[src/rtl/idli_pkg.sv]
// Shared idli definitions used by the UART transmitter/receiver and the
// nibble-serial (SQI) datapath.
//   UART_CLKS_PER_BIT : default gck cycles per UART bit (tx and rx)
//   UART_DATA_W       : UART character width
//   sqi_data_t        : one nibble on the core datapath
//   uart_rx_state_t   : receiver FSM states
package idli_pkg;

  localparam int unsigned UART_CLKS_PER_BIT = 16;
  localparam int unsigned UART_DATA_W       = 8;
  localparam int unsigned SQI_DATA_W        = 4;

  typedef logic [SQI_DATA_W-1:0] sqi_data_t;

  typedef enum logic [2:0] {
    UART_RX_IDLE      = 3'd0,
    UART_RX_START     = 3'd1,
    UART_RX_DATA      = 3'd2,
    UART_RX_PARITY    = 3'd3,
    UART_RX_STOP      = 3'd4,
    UART_RX_WAIT_IDLE = 3'd5
  } uart_rx_state_t;

endpackage

[src/rtl/idli_uart_rx_m_if.sv]
// UART receiver <-> core bundle: raw serial line in, nibble handshake and
// error pulses out.
//   master : the receiver (drives data/vld/hi/error pulses)
//   slave  : the core/line side (drives the line and acp)
interface idli_uart_rx_m_if;

  logic                  i_uart_rx;
  idli_pkg::sqi_data_t   o_uart_rx_data;
  logic                  o_uart_rx_vld;
  logic                  i_uart_rx_acp;
  logic                  o_uart_rx_hi;
  logic                  o_uart_rx_frame_err;
  logic                  o_uart_rx_overrun;
  logic                  o_uart_rx_parity_err;

  modport master (
    input  i_uart_rx,
    input  i_uart_rx_acp,
    output o_uart_rx_data,
    output o_uart_rx_vld,
    output o_uart_rx_hi,
    output o_uart_rx_frame_err,
    output o_uart_rx_overrun,
    output o_uart_rx_parity_err
  );

  modport slave (
    output i_uart_rx,
    output i_uart_rx_acp,
    input  o_uart_rx_data,
    input  o_uart_rx_vld,
    input  o_uart_rx_hi,
    input  o_uart_rx_frame_err,
    input  o_uart_rx_overrun,
    input  o_uart_rx_parity_err
  );

endinterface

[src/rtl/idli_uart_rx_sync_m.sv]
// Flop-chain synchroniser for the asynchronous RX line. Resets to 1 so an
// idle line is seen during and straight after reset.
//   i_clk, i_rst : clock, synchronous active-high reset
//   i_d          : asynchronous input
//   o_q          : synchronised output (last flop of the chain)
module idli_uart_rx_sync_m #(
  parameter int unsigned STAGES = 2
) (
  input  logic i_clk,
  input  logic i_rst,
  input  logic i_d,
  output logic o_q
);

  logic [STAGES-1:0] sync_q;
  logic [STAGES-1:0] sync_d;

  always_comb begin
    sync_d = {sync_q[STAGES-2:0], i_d};
  end

  always_ff @(posedge i_clk) begin
    if (i_rst) begin
      sync_q <= '1;
    end else begin
      sync_q <= sync_d;
    end
  end

  assign o_q = sync_q[STAGES-1];

endmodule

[src/rtl/idli_uart_rx_m.sv]
// UART receiver for the idli core. Deframes 8N1 (8E1 with
// IDLI_UART_RX_PARITY_EN defined) characters LSB-first from the RX line,
// holds each byte in a one-byte buffer and hands it to the core as two
// nibbles, low first, over a vld/acp handshake.
//   i_uart_rx_gck  : clock (undivided gck shared with the transmitter)
//   i_uart_rx_rst  : synchronous active-high reset
//   bus.master     : i_uart_rx line, acp in; data/vld/hi, frame_err,
//                    overrun, parity_err pulses out
// Parameters: CLKS_PER_BIT (even, >= 4), SYNC_STAGES (>= 2).
module idli_uart_rx_m
  import idli_pkg::*;
#(
  parameter int unsigned CLKS_PER_BIT = UART_CLKS_PER_BIT,
  parameter int unsigned SYNC_STAGES  = 2
) (
  input  logic              i_uart_rx_gck,
  input  logic              i_uart_rx_rst,
  idli_uart_rx_m_if.master  bus
);

  localparam int unsigned      CNT_W    = $clog2(CLKS_PER_BIT);
  localparam logic [CNT_W-1:0] CNT_LAST = CNT_W'(CLKS_PER_BIT - 1);
  localparam logic [CNT_W-1:0] CNT_MID  = CNT_W'(CLKS_PER_BIT / 2 - 1);
  localparam int unsigned      BIT_W    = $clog2(UART_DATA_W);
  localparam logic [BIT_W-1:0] BIT_LAST = BIT_W'(UART_DATA_W - 1);

  logic                   rxs;
  uart_rx_state_t         state_q, state_d;
  logic [CNT_W-1:0]       cnt_q, cnt_d;
  logic [BIT_W-1:0]       bit_cnt_q, bit_cnt_d;
  logic [UART_DATA_W-1:0] shreg_q, shreg_d;
  logic                   commit_c;
  logic                   ferr_c;
`ifdef IDLI_UART_RX_PARITY_EN
  logic                   par_bad_q, par_bad_d;
  logic                   perr_c;
  logic                   perr_q;
`endif

  logic [UART_DATA_W-1:0] buf_q, buf_d;
  sqi_data_t              data_q, data_d;
  logic                   vld_q, vld_d;
  logic                   hi_q, hi_d;
  logic                   ferr_q;
  logic                   ovr_q, ovr_d;
  logic                   lo_acc_c;
  logic                   hi_acc_c;
  logic                   buf_free_c;

  // RX line synchroniser
  idli_uart_rx_sync_m #(
    .STAGES (SYNC_STAGES)
  ) u_sync (
    .i_clk (i_uart_rx_gck),
    .i_rst (i_uart_rx_rst),
    .i_d   (bus.i_uart_rx),
    .o_q   (rxs)
  );

  // Deframing FSM: state register
  always_ff @(posedge i_uart_rx_gck) begin
    if (i_uart_rx_rst) begin
      state_q   <= UART_RX_IDLE;
      cnt_q     <= '0;
      bit_cnt_q <= '0;
      shreg_q   <= '0;
`ifdef IDLI_UART_RX_PARITY_EN
      par_bad_q <= 1'b0;
`endif
    end else begin
      state_q   <= state_d;
      cnt_q     <= cnt_d;
      bit_cnt_q <= bit_cnt_d;
      shreg_q   <= shreg_d;
`ifdef IDLI_UART_RX_PARITY_EN
      par_bad_q <= par_bad_d;
`endif
    end
  end

  // Deframing FSM: next state. cnt wraps to 0 at CNT_LAST, which is also
  // the cycle every sampling transition happens, so each entry reloads 0.
  always_comb begin
    state_d   = state_q;
    cnt_d     = (cnt_q == CNT_LAST) ? '0 : cnt_q + CNT_W'(1);
    bit_cnt_d = bit_cnt_q;
    shreg_d   = shreg_q;
    commit_c  = 1'b0;
    ferr_c    = 1'b0;
`ifdef IDLI_UART_RX_PARITY_EN
    par_bad_d = par_bad_q;
    perr_c    = 1'b0;
`endif
    case (state_q)
      UART_RX_IDLE: begin
        cnt_d = '0;
        if (!rxs) begin
          state_d = UART_RX_START;
        end
      end
      UART_RX_START: begin
        // Mid start bit: still low means a real start, re-phase to mid-bit
        if (cnt_q == CNT_MID) begin
          cnt_d     = '0;
          bit_cnt_d = '0;
          state_d   = rxs ? UART_RX_IDLE : UART_RX_DATA;
        end
      end
      UART_RX_DATA: begin
        if (cnt_q == CNT_LAST) begin
          shreg_d   = {rxs, shreg_q[UART_DATA_W-1:1]};
          bit_cnt_d = bit_cnt_q + BIT_W'(1);
          if (bit_cnt_q == BIT_LAST) begin
`ifdef IDLI_UART_RX_PARITY_EN
            state_d = UART_RX_PARITY;
`else
            state_d = UART_RX_STOP;
`endif
          end
        end
      end
`ifdef IDLI_UART_RX_PARITY_EN
      UART_RX_PARITY: begin
        // Even parity: line bit must equal XOR of the data bits
        if (cnt_q == CNT_LAST) begin
          par_bad_d = rxs ^ (^shreg_q);
          state_d   = UART_RX_STOP;
        end
      end
`endif
      UART_RX_STOP: begin
        if (cnt_q == CNT_LAST) begin
          if (!rxs) begin
            ferr_c  = 1'b1;
            state_d = UART_RX_WAIT_IDLE;
          end else begin
`ifdef IDLI_UART_RX_PARITY_EN
            perr_c   = par_bad_q;
            commit_c = !par_bad_q;
`else
            commit_c = 1'b1;
`endif
            state_d  = UART_RX_IDLE;
          end
        end
      end
      UART_RX_WAIT_IDLE: begin
        // Hold off until the line returns high so a break reports once
        cnt_d = '0;
        if (rxs) begin
          state_d = UART_RX_IDLE;
        end
      end
      default: begin
        cnt_d   = '0;
        state_d = UART_RX_IDLE;
      end
    endcase
  end

  // Byte buffer and nibble handshake. Accepting the high nibble frees the
  // buffer in the same cycle, so a coincident commit loads without overrun.
  always_comb begin
    buf_d      = buf_q;
    data_d     = data_q;
    vld_d      = vld_q;
    hi_d       = hi_q;
    ovr_d      = 1'b0;
    lo_acc_c   = vld_q && !hi_q && bus.i_uart_rx_acp;
    hi_acc_c   = vld_q &&  hi_q && bus.i_uart_rx_acp;
    buf_free_c = !vld_q || hi_acc_c;
    if (lo_acc_c) begin
      hi_d   = 1'b1;
      data_d = buf_q[UART_DATA_W-1:SQI_DATA_W];
    end
    if (hi_acc_c) begin
      vld_d  = 1'b0;
      hi_d   = 1'b0;
      data_d = '0;
    end
    if (commit_c) begin
      if (buf_free_c) begin
        buf_d  = shreg_q;
        vld_d  = 1'b1;
        hi_d   = 1'b0;
        data_d = shreg_q[SQI_DATA_W-1:0];
      end else begin
        ovr_d  = 1'b1;
      end
    end
  end

  // Output registers
  always_ff @(posedge i_uart_rx_gck) begin
    if (i_uart_rx_rst) begin
      buf_q  <= '0;
      data_q <= '0;
      vld_q  <= 1'b0;
      hi_q   <= 1'b0;
      ferr_q <= 1'b0;
      ovr_q  <= 1'b0;
`ifdef IDLI_UART_RX_PARITY_EN
      perr_q <= 1'b0;
`endif
    end else begin
      buf_q  <= buf_d;
      data_q <= data_d;
      vld_q  <= vld_d;
      hi_q   <= hi_d;
      ferr_q <= ferr_c;
      ovr_q  <= ovr_d;
`ifdef IDLI_UART_RX_PARITY_EN
      perr_q <= perr_c;
`endif
    end
  end

  assign bus.o_uart_rx_data      = data_q;
  assign bus.o_uart_rx_vld       = vld_q;
  assign bus.o_uart_rx_hi        = hi_q;
  assign bus.o_uart_rx_frame_err = ferr_q;
  assign bus.o_uart_rx_overrun   = ovr_q;
`ifdef IDLI_UART_RX_PARITY_EN
  assign bus.o_uart_rx_parity_err = perr_q;
`else
  assign bus.o_uart_rx_parity_err = 1'b0;
`endif

endmodule

[src/flat_wrapper.sv]
// flat-port wrapper written by rule: the top's interface ports become plain ports
module idli_uart_rx_m_flat import idli_pkg::*;
#(
  parameter int unsigned CLKS_PER_BIT = UART_CLKS_PER_BIT,
  parameter int unsigned SYNC_STAGES  = 2
)
  (i_uart_rx_gck, i_uart_rx_rst, bus_i_uart_rx, bus_i_uart_rx_acp, bus_o_uart_rx_data, bus_o_uart_rx_vld, bus_o_uart_rx_hi, bus_o_uart_rx_frame_err, bus_o_uart_rx_overrun, bus_o_uart_rx_parity_err);
  idli_uart_rx_m_if bus_i ();
  input  logic i_uart_rx_gck;
  input  logic i_uart_rx_rst;
  input wire logic [$bits(bus_i.i_uart_rx)-1:0] bus_i_uart_rx;
  input wire logic [$bits(bus_i.i_uart_rx_acp)-1:0] bus_i_uart_rx_acp;
  output wire logic [$bits(bus_i.o_uart_rx_data)-1:0] bus_o_uart_rx_data;
  output wire logic [$bits(bus_i.o_uart_rx_vld)-1:0] bus_o_uart_rx_vld;
  output wire logic [$bits(bus_i.o_uart_rx_hi)-1:0] bus_o_uart_rx_hi;
  output wire logic [$bits(bus_i.o_uart_rx_frame_err)-1:0] bus_o_uart_rx_frame_err;
  output wire logic [$bits(bus_i.o_uart_rx_overrun)-1:0] bus_o_uart_rx_overrun;
  output wire logic [$bits(bus_i.o_uart_rx_parity_err)-1:0] bus_o_uart_rx_parity_err;
  assign bus_i.i_uart_rx = bus_i_uart_rx;
  assign bus_i.i_uart_rx_acp = bus_i_uart_rx_acp;
  assign bus_o_uart_rx_data = bus_i.o_uart_rx_data;
  assign bus_o_uart_rx_vld = bus_i.o_uart_rx_vld;
  assign bus_o_uart_rx_hi = bus_i.o_uart_rx_hi;
  assign bus_o_uart_rx_frame_err = bus_i.o_uart_rx_frame_err;
  assign bus_o_uart_rx_overrun = bus_i.o_uart_rx_overrun;
  assign bus_o_uart_rx_parity_err = bus_i.o_uart_rx_parity_err;
  idli_uart_rx_m #(.CLKS_PER_BIT(CLKS_PER_BIT), .SYNC_STAGES(SYNC_STAGES)) u_core (.i_uart_rx_gck(i_uart_rx_gck), .i_uart_rx_rst(i_uart_rx_rst), .bus(bus_i));
endmodule
[config.mk]
export PLATFORM = sky130hd
export DESIGN_NAME = idli_uart_rx_m_flat
export DESIGN_NICKNAME = d
export VERILOG_FILES = /design/src/rtl/idli_pkg.sv /design/src/rtl/idli_uart_rx_m_if.sv /design/src/rtl/idli_uart_rx_sync_m.sv /design/src/rtl/idli_uart_rx_m.sv /design/src/flat_wrapper.sv
export SDC_FILE = /design/constraint.sdc
export NUM_CORES = 1
export LEC_CHECK = 0
export ABC_CLOCK_PERIOD_IN_PS = 1700
export CAP_MARGIN = 20
export CORE_MARGIN = 4
export CORE_UTILIZATION = 50
export DETAILED_ROUTE_END_ITERATION = 16
export GPL_ROUTABILITY_DRIVEN = 1
export PLACE_DENSITY = 0.74
export SYNTH_ARGS = -nofsm -noshare
export SYNTH_HDL_FRONTEND = slang
export SYNTH_SLANG_ARGS = --single-unit
[constraint.sdc]
create_clock -name i_uart_rx_gck -period 1.7 [get_ports i_uart_rx_gck]
set_clock_uncertainty 0.1 [all_clocks]
set_input_delay 0.34 -clock i_uart_rx_gck [delete_from_list [all_inputs] [get_ports i_uart_rx_gck]]
set_output_delay 0.34 -clock i_uart_rx_gck [all_outputs]
set_load 0.02 [all_outputs]
==> results of run 1 <==
## cells in the final DEF, fill, tap and decap left out, types with 2 or more instances in the layout
cell type,Yosys,final
dlymetal6s2s_1,0,2
inv_1,2,2
nor3b_1,5,5
or2_2,3,3
a211oi_2,2,2
ha_1,3,2
nand3b_1,3,3
buf_4,3,9
nand3_1,4,4
mux2i_1,14,14
nor2_1,20,20
a211oi_1,6,6
nand2_1,7,7
a22oi_1,2,2
a21oi_1,8,8
dfxtp_1,32,32
xor2_1,2,2
dlygate4sd2_1,0,6
clkinv_2,0,2
clkdlybuf4s50_1,0,3
clkbuf_4,0,5
nor4b_1,2,2
## state kept, by name, summed over array words and instances (netlist names)
signal                          count
u_core.bus.o_uart_rx_vld            1
u_core.state_q                      3
u_core.bus.o_uart_rx_hi             1
u_core.bit_cnt_q                    3
u_core.bus.o_uart_rx_overrun        1
u_core.shreg_q                      8
u_core.bus.o_uart_rx_frame_err      1
u_core.cnt_q                        4
u_core.buf_q                        4
u_core.bus.o_uart_rx_data           4
u_core.u_sync.sync_q                2
## what timing repair did
item,in CTS,in global routing
hold buffers,0,0
buffers inserted,0,1
pin swaps,0,0
setup endpoints to repair,6,19
gates resized for setup,6,6
## stage by stage
stage	hold WS (ns)	utilization, %	total power [W]	instance area (sq um)
after detailed placement	0.2972	60.92	0.0008207	1564
after floorplan	0.2895	-	0.0008050	1383
final	0.3203	64.18	0.001253	1648
after global routing	0.3275	64.18	0.001308	1648
after CTS	0.3200	63.01	0.001264	1618
after global placement	0.2943	60.92	0.0008206	1564
## layout make-up
cell class                 instances  area, sq um
timing repair buffer              22        206.4
clock buffer                       6        51.30
multi-input combinational         99        694.4
inverter                           2        7.507
tap                               30        37.54
clock inverter                     2        10.01
sequential                        32        640.6
fill                             218        919.6
## worst paths after layout
path | startpoint | to | slack (ns) | cells after the start
setup / recovery | u_core.cnt_q[0] | u_core.buf_q[6] | 0.08 | 6
hold / removal | u_core.u_sync.sync_q[0] | u_core.u_sync.sync_q[1] | 0.32 | 1
setup reg to reg | u_core.cnt_q[0] | u_core.buf_q[6] | 0.08 | 6
hold reg to reg | u_core.u_sync.sync_q[0] | u_core.u_sync.sync_q[1] | 0.32 | 1
## power by group through the flow
stage	sequential (W)	clock, W	combinational [W]
after floorplan	0.000774	0	0.0000310
final	0.000758	0.000448	0.0000467
after global routing	0.000759	0.000497	0.0000527
after CTS	0.000757	0.000460	0.0000465
after global placement	0.000774	0	0.0000463
after detailed placement	0.000775	0	0.0000462
## routing by layer
layer / wire length (microns) / track usage [%] / up-vias
met5: 0 / 0 / -
met4: 46 / 6.502 / 0
met3: 125 / 6.383 / 5
met2: 1130 / 23.05 / 16
met1: 1265 / 21.63 / 492
li1: - / - / 540
## logic make-up (layout without fill, tap and decap cells)
| kind of cell | Yosys count | count (layout) | synth area share [%] |
|---|---|---|---|
| other cells | 1 | 1 | 0.2712 |
| buf+inv | 11 | 32 | 4.434 |
| simple gates | 53 | 53 | 20.91 |
| fa+ha+maj | 3 | 3 | 2.715 |
| compound gates | 25 | 25 | 13.30 |
| xor+xnor | 3 | 3 | 1.901 |
| flops | 32 | 32 | 46.33 |
| mux | 14 | 14 | 10.14 |
==> results by group, run 1 <==
Status
  – Status: finished, final reports clean

Yosys
  – Post-synthesis cell type count: 38
  – Most common cell in the netlist: dfxtp_1
  – Yosys reg bits: 32
  – Post-synth ARST share: 0%
  – Cell taking the most area after synthesis: dfxtp_1
  – Synthesized area: 1383 sq um
  – Post-Syn Nets: 149
  – Ys Warns: 0
  – Sequential area share after synthesis: 46.33%
  – Top post-synthesis cells by count: dfxtp_1 (32), nor2_1 (20), mux2i_1 (14)
  – Top-area cell type share of the netlist area: 46.33%
  – Number of synthesized flops with an enable pin: 0
  – Post-synth top flop: dfxtp_1
  – Synthesized instance count: 142
  – Syn Area/Cell: 9.736 sq um
  – Largest cells by area after synthesis: dfxtp_1 (46%), mux2i_1 (10%), nor2_1 (5.4%)

Clock network
  – Clock Pin Slew Worst Setup and Hold Paths: 0.10 ns
  – Later-pin clock latency in the skew report: 0.33 ns
  – Clk Tree Root Cell: clkbuf_4
  – Sink Count: 32
  – Clock H-tree levels: 2
  – Total CTS buffers: 5
  – Max Root-Sink Buffers: 2
  – TritonCTS clock tree: done

Die
  – Initial Util: 53.85%
  – Die width: 60.59 microns
  – Boundary pin count: 13
  – Die footprint: 3671 sq um
  – Die Ht: 60.59 microns
  – Core Footprint: 2567 sq um
  – FP Rows: 18

Critical path
  – Req. time, crit path: 1.82 ns
  – WP buf/inv: 1
  – Worst path top cell family by delay: simple AND/OR/NAND/NOR gates
  – Worst setup EP type: register
  – Max incr delay on CP: 0.42 ns
  – WP data arrival: 1.74 ns
  – Worst path slowest cell: dfxtp_1
  – Crit start category: register
  – CP Class: reg2reg
  – Cell Chain, Critical Path: ha_4 > and4b_2 > nand4_2 > buf_12 > mux2i_1 > nor2_1
  – Critical path peak fanout: 12

Worst hold path
  – Worst Hold Class: reg2reg

Run
  – Total of max-cap violations: 0

Placed design
  – Dpl cells: 184
  – Setup slack at placement: -0.03021 ns
  – Input/output buffers: 11
  – Dpl hpwl: 1821 microns
  – RD Place Congestion: 0.7991

Power and ir drop
  – Combinational share of power: 3.7%
  – Clk pwr share: 35.8%
  – Sequential power share: 60.5%
  – Sw Share: 22.43%
  – Pint: 0.0009718 W
  – VDD IR max: 0.5653 mV
  – Cell Pwr Density: 760.3 nW/um^2
  – Psw: 0.0002810 W
  – Leak pwr: 0.6929 nW

GRT
  – Largest net degree at the start of global routing: 20
  – GRT overflow: 0
  – Initial antenna violation count: 0
  – Number of global-route vias before repair: 984
  – Gr usage total: 16.09%
  – First-pass GRT wire length: 4367 microns

STA
  – Final setup TNS: 0 ns
  – Fin. Hold Viols: 0
  – Final Max Slew Viols: 0
  – Final min period: 1.617 ns
  – FMAX: 0.6184 GHz
  – Worst setup margin: 0.08287 ns
  – Tcrit/Tclk final: 95.13%
  – Final Setup Violations: 0

Routing
  – Average wire per standard cell: 13.31 microns
  – Number of routed nets with antenna violations: 0
  – Post-Route WL: 2568 microns
  – Via density: 5.456
  – Initial DRC Count: 37
  – Vias: 1053
  – Post-route DRC: 0
  – Drt first pass iters: 4

Layout
  – Area Growth Syn to Fin: 19.19%
  – Share of cells above drive strength 1: 18.40%
  – Nets: 169
  – N_diodes: 0
  – Non-filler cells, final: 193
Power figures use the tool's default switching activity.
==> inputs of run 2 (changes only) <==
Settings changed: SLEW_MARGIN set to 20.
==> results of run 2 <==
No change in the layout: final DEF, timing and power equal those of run 1.
==> inputs of run 3 (changes only) <==
Settings changed: CORE_UTILIZATION 50 to 35, PLACE_DENSITY 0.74 to unset, RECOVER_POWER set to 100.
==> results by group, run 3 (synthesis results as in run 1) <==
Status
  – Status: finished, final reports clean

Die
  – Die width: 70.85 microns
  – Boundary pin count: 13
  – FP Rows: 22
  – Die footprint: 5020 sq um
  – Core Footprint: 3744 sq um
  – Initial Util: 36.93%
  – Die Ht: 70.85 microns

Placed design
  – Dpl hpwl: 1921 microns
  – Area post-placement: 1602 sq um
  – Input/output buffers: 11
  – RD Place Congestion: 0.7546

STA
  – Tcrit/Tclk final: 97.34%
  – Fin. Hold Viols: 0
  – Final setup TNS: 0 ns
  – Final min period: 1.655 ns
  – Final Max Slew Viols: 0
  – Final Setup Violations: 0
  – RSZ-0062 raised after global routing: false
  – FMAX: 0.6043 GHz

Power and ir drop
  – Psw: 0.0002728 W
  – Sequential power share: 57.8%
  – Clk pwr share: 38.6%
  – Leak pwr: 0.6261 nW
  – Combinational share of power: 3.6%
  – VDD IR max: 0.3041 mV
  – Sw Share: 20.79%
  – Cell Pwr Density: 792.1 nW/um^2
  – Pint: 0.001039 W

Layout
  – Reg with most FFs: u_core.shreg_q
  – N_diodes: 0
  – Fillers: 385
  – Max FFs per register: 8
  – Area Growth Syn to Fin: 19.82%
  – Commonest non-fill, non-tap cell in the layout: dfxtp_1
  – Most frequent cells in the layout: dfxtp_1 (32), nor2_1 (20), mux2i_1 (13)
  – Share of cells above drive strength 1: 16.77%
  – Final Instance Area: 1657 sq um
  – Nets: 170

GRT
  – Largest net degree at the start of global routing: 13
  – First-pass GRT wire length: 4560 microns
  – GRT overflow: 0
  – Gr usage total: 11.37%
  – Number of global-route vias before repair: 1029
  – Initial antenna violation count: 0

Clock network
  – Setup bufs post-CTS: 0
  – Max Root-Sink Buffers: 2
  – Sink Count: 32
  – Later-pin clock latency in the skew report: 0.27 ns
  – Hold Buf Count CTS: 0
  – TritonCTS clock tree: done
  – Clk Tree Root Cell: clkbuf_8
  – Clock Pin Slew Worst Setup and Hold Paths: 0.06 ns
  – Total CTS buffers: 5
  – Clock H-tree levels: 2

Critical path
  – Cell Chain, Critical Path: clkdlybuf4s50_1
  – Crit. Startpoint: u_core.bus.o_uart_rx_data[3]
  – Crit start category: register
  – Worst path slowest cell: clkdlybuf4s50_1
  – WP buf/inv: 1
  – Critical path peak fanout: 2
  – WP data arrival: 1.21 ns
  – Req. time, crit path: 1.26 ns
  – Max incr delay on CP: 0.61 ns
  – Worst setup EP type: output pin
  – CP Class: reg2out
  – Worst path top cell family by delay: buffers and inverters
  – Start of the worst register-to-register path: u_core.cnt_q[0]

Worst hold path
  – Min-delay src: u_core.u_sync.sync_q[0]
  – Worst Hold Class: reg2reg

Routing
  – Via density: 4.962
  – Initial DRC Count: 42
  – Number of routed nets with antenna violations: 0
  – Drt first pass iters: 4
  – Average wire per standard cell: 12.50 microns
  – Post-Route WL: 2613 microns
  – Vias: 1037
  – Post-route DRC: 0

Run
  – Total of max-cap violations: 0
[run 3: final cells by class]
type	count	area (sq um)	share of cell area, %
tap	48	60.06	3.625
sequential	32	640.6	38.67
timing repair buffer	23	192.7	11.63
clock buffer	5	68.82	4.154
multi-input combinational	99	686.9	41.47
inverter	2	7.507	0.4532
[run 3: power by group through the flow]
stage                     registers (W)  clock network, W   logic, W
after floorplan                0.000774                 0  0.0000310
after global placement         0.000775                 0  0.0000484
after global routing           0.000758          0.000554  0.0000525
final                          0.000759          0.000506  0.0000472
after detailed placement       0.000775                 0  0.0000493
after CTS                      0.000758          0.000532  0.0000494
[run 3: metal layers]
layer	GRT usage (%)	part of all wire, %	wire, microns	vias up
li1	-	-	-	539
met1	13.81	49	1276	484
met2	18.54	47	1224	10
met3	3.409	2.9	77	4
met4	5.010	1.3	34	0
met5	0	0	0	-
[run 3: repair_timing]
action	CTS	global route
resized for setup	1	6
hold endpoints to repair	0	0
endpoints found under the setup margin	1	16
[run 3: path summary, 6_finish.rpt]
check,endpoint,slack (ns),cells past startpoint
max,bus_o_uart_rx_data[3],0.05,1
max reg2reg,u_core.bus.o_uart_rx_data[1],0.12,6
min,u_core.u_sync.sync_q[1],0.31,1
min reg2reg,u_core.u_sync.sync_q[1],0.31,1
[run 3: stage by stage]
stage / util, % / total power, W / setup slack, ns / instances / hold WS, ns
2_1_floorplan: - / 0.0008050 / 0.1158 / 142 / 0.2895
3_3_place_gp: 42.78 / 0.0008232 / 0.04025 / 204 / 0.2922
3_5_place_dp: 42.78 / 0.0008243 / 0.01333 / 204 / 0.2978
4_1_cts: 44.59 / 0.001339 / 0.01715 / 209 / 0.3121
5_1_grt: 44.25 / 0.001365 / 0.003309 / 209 / 0.3279
6_report: 44.25 / 0.001312 / 0.04524 / 209 / 0.3072
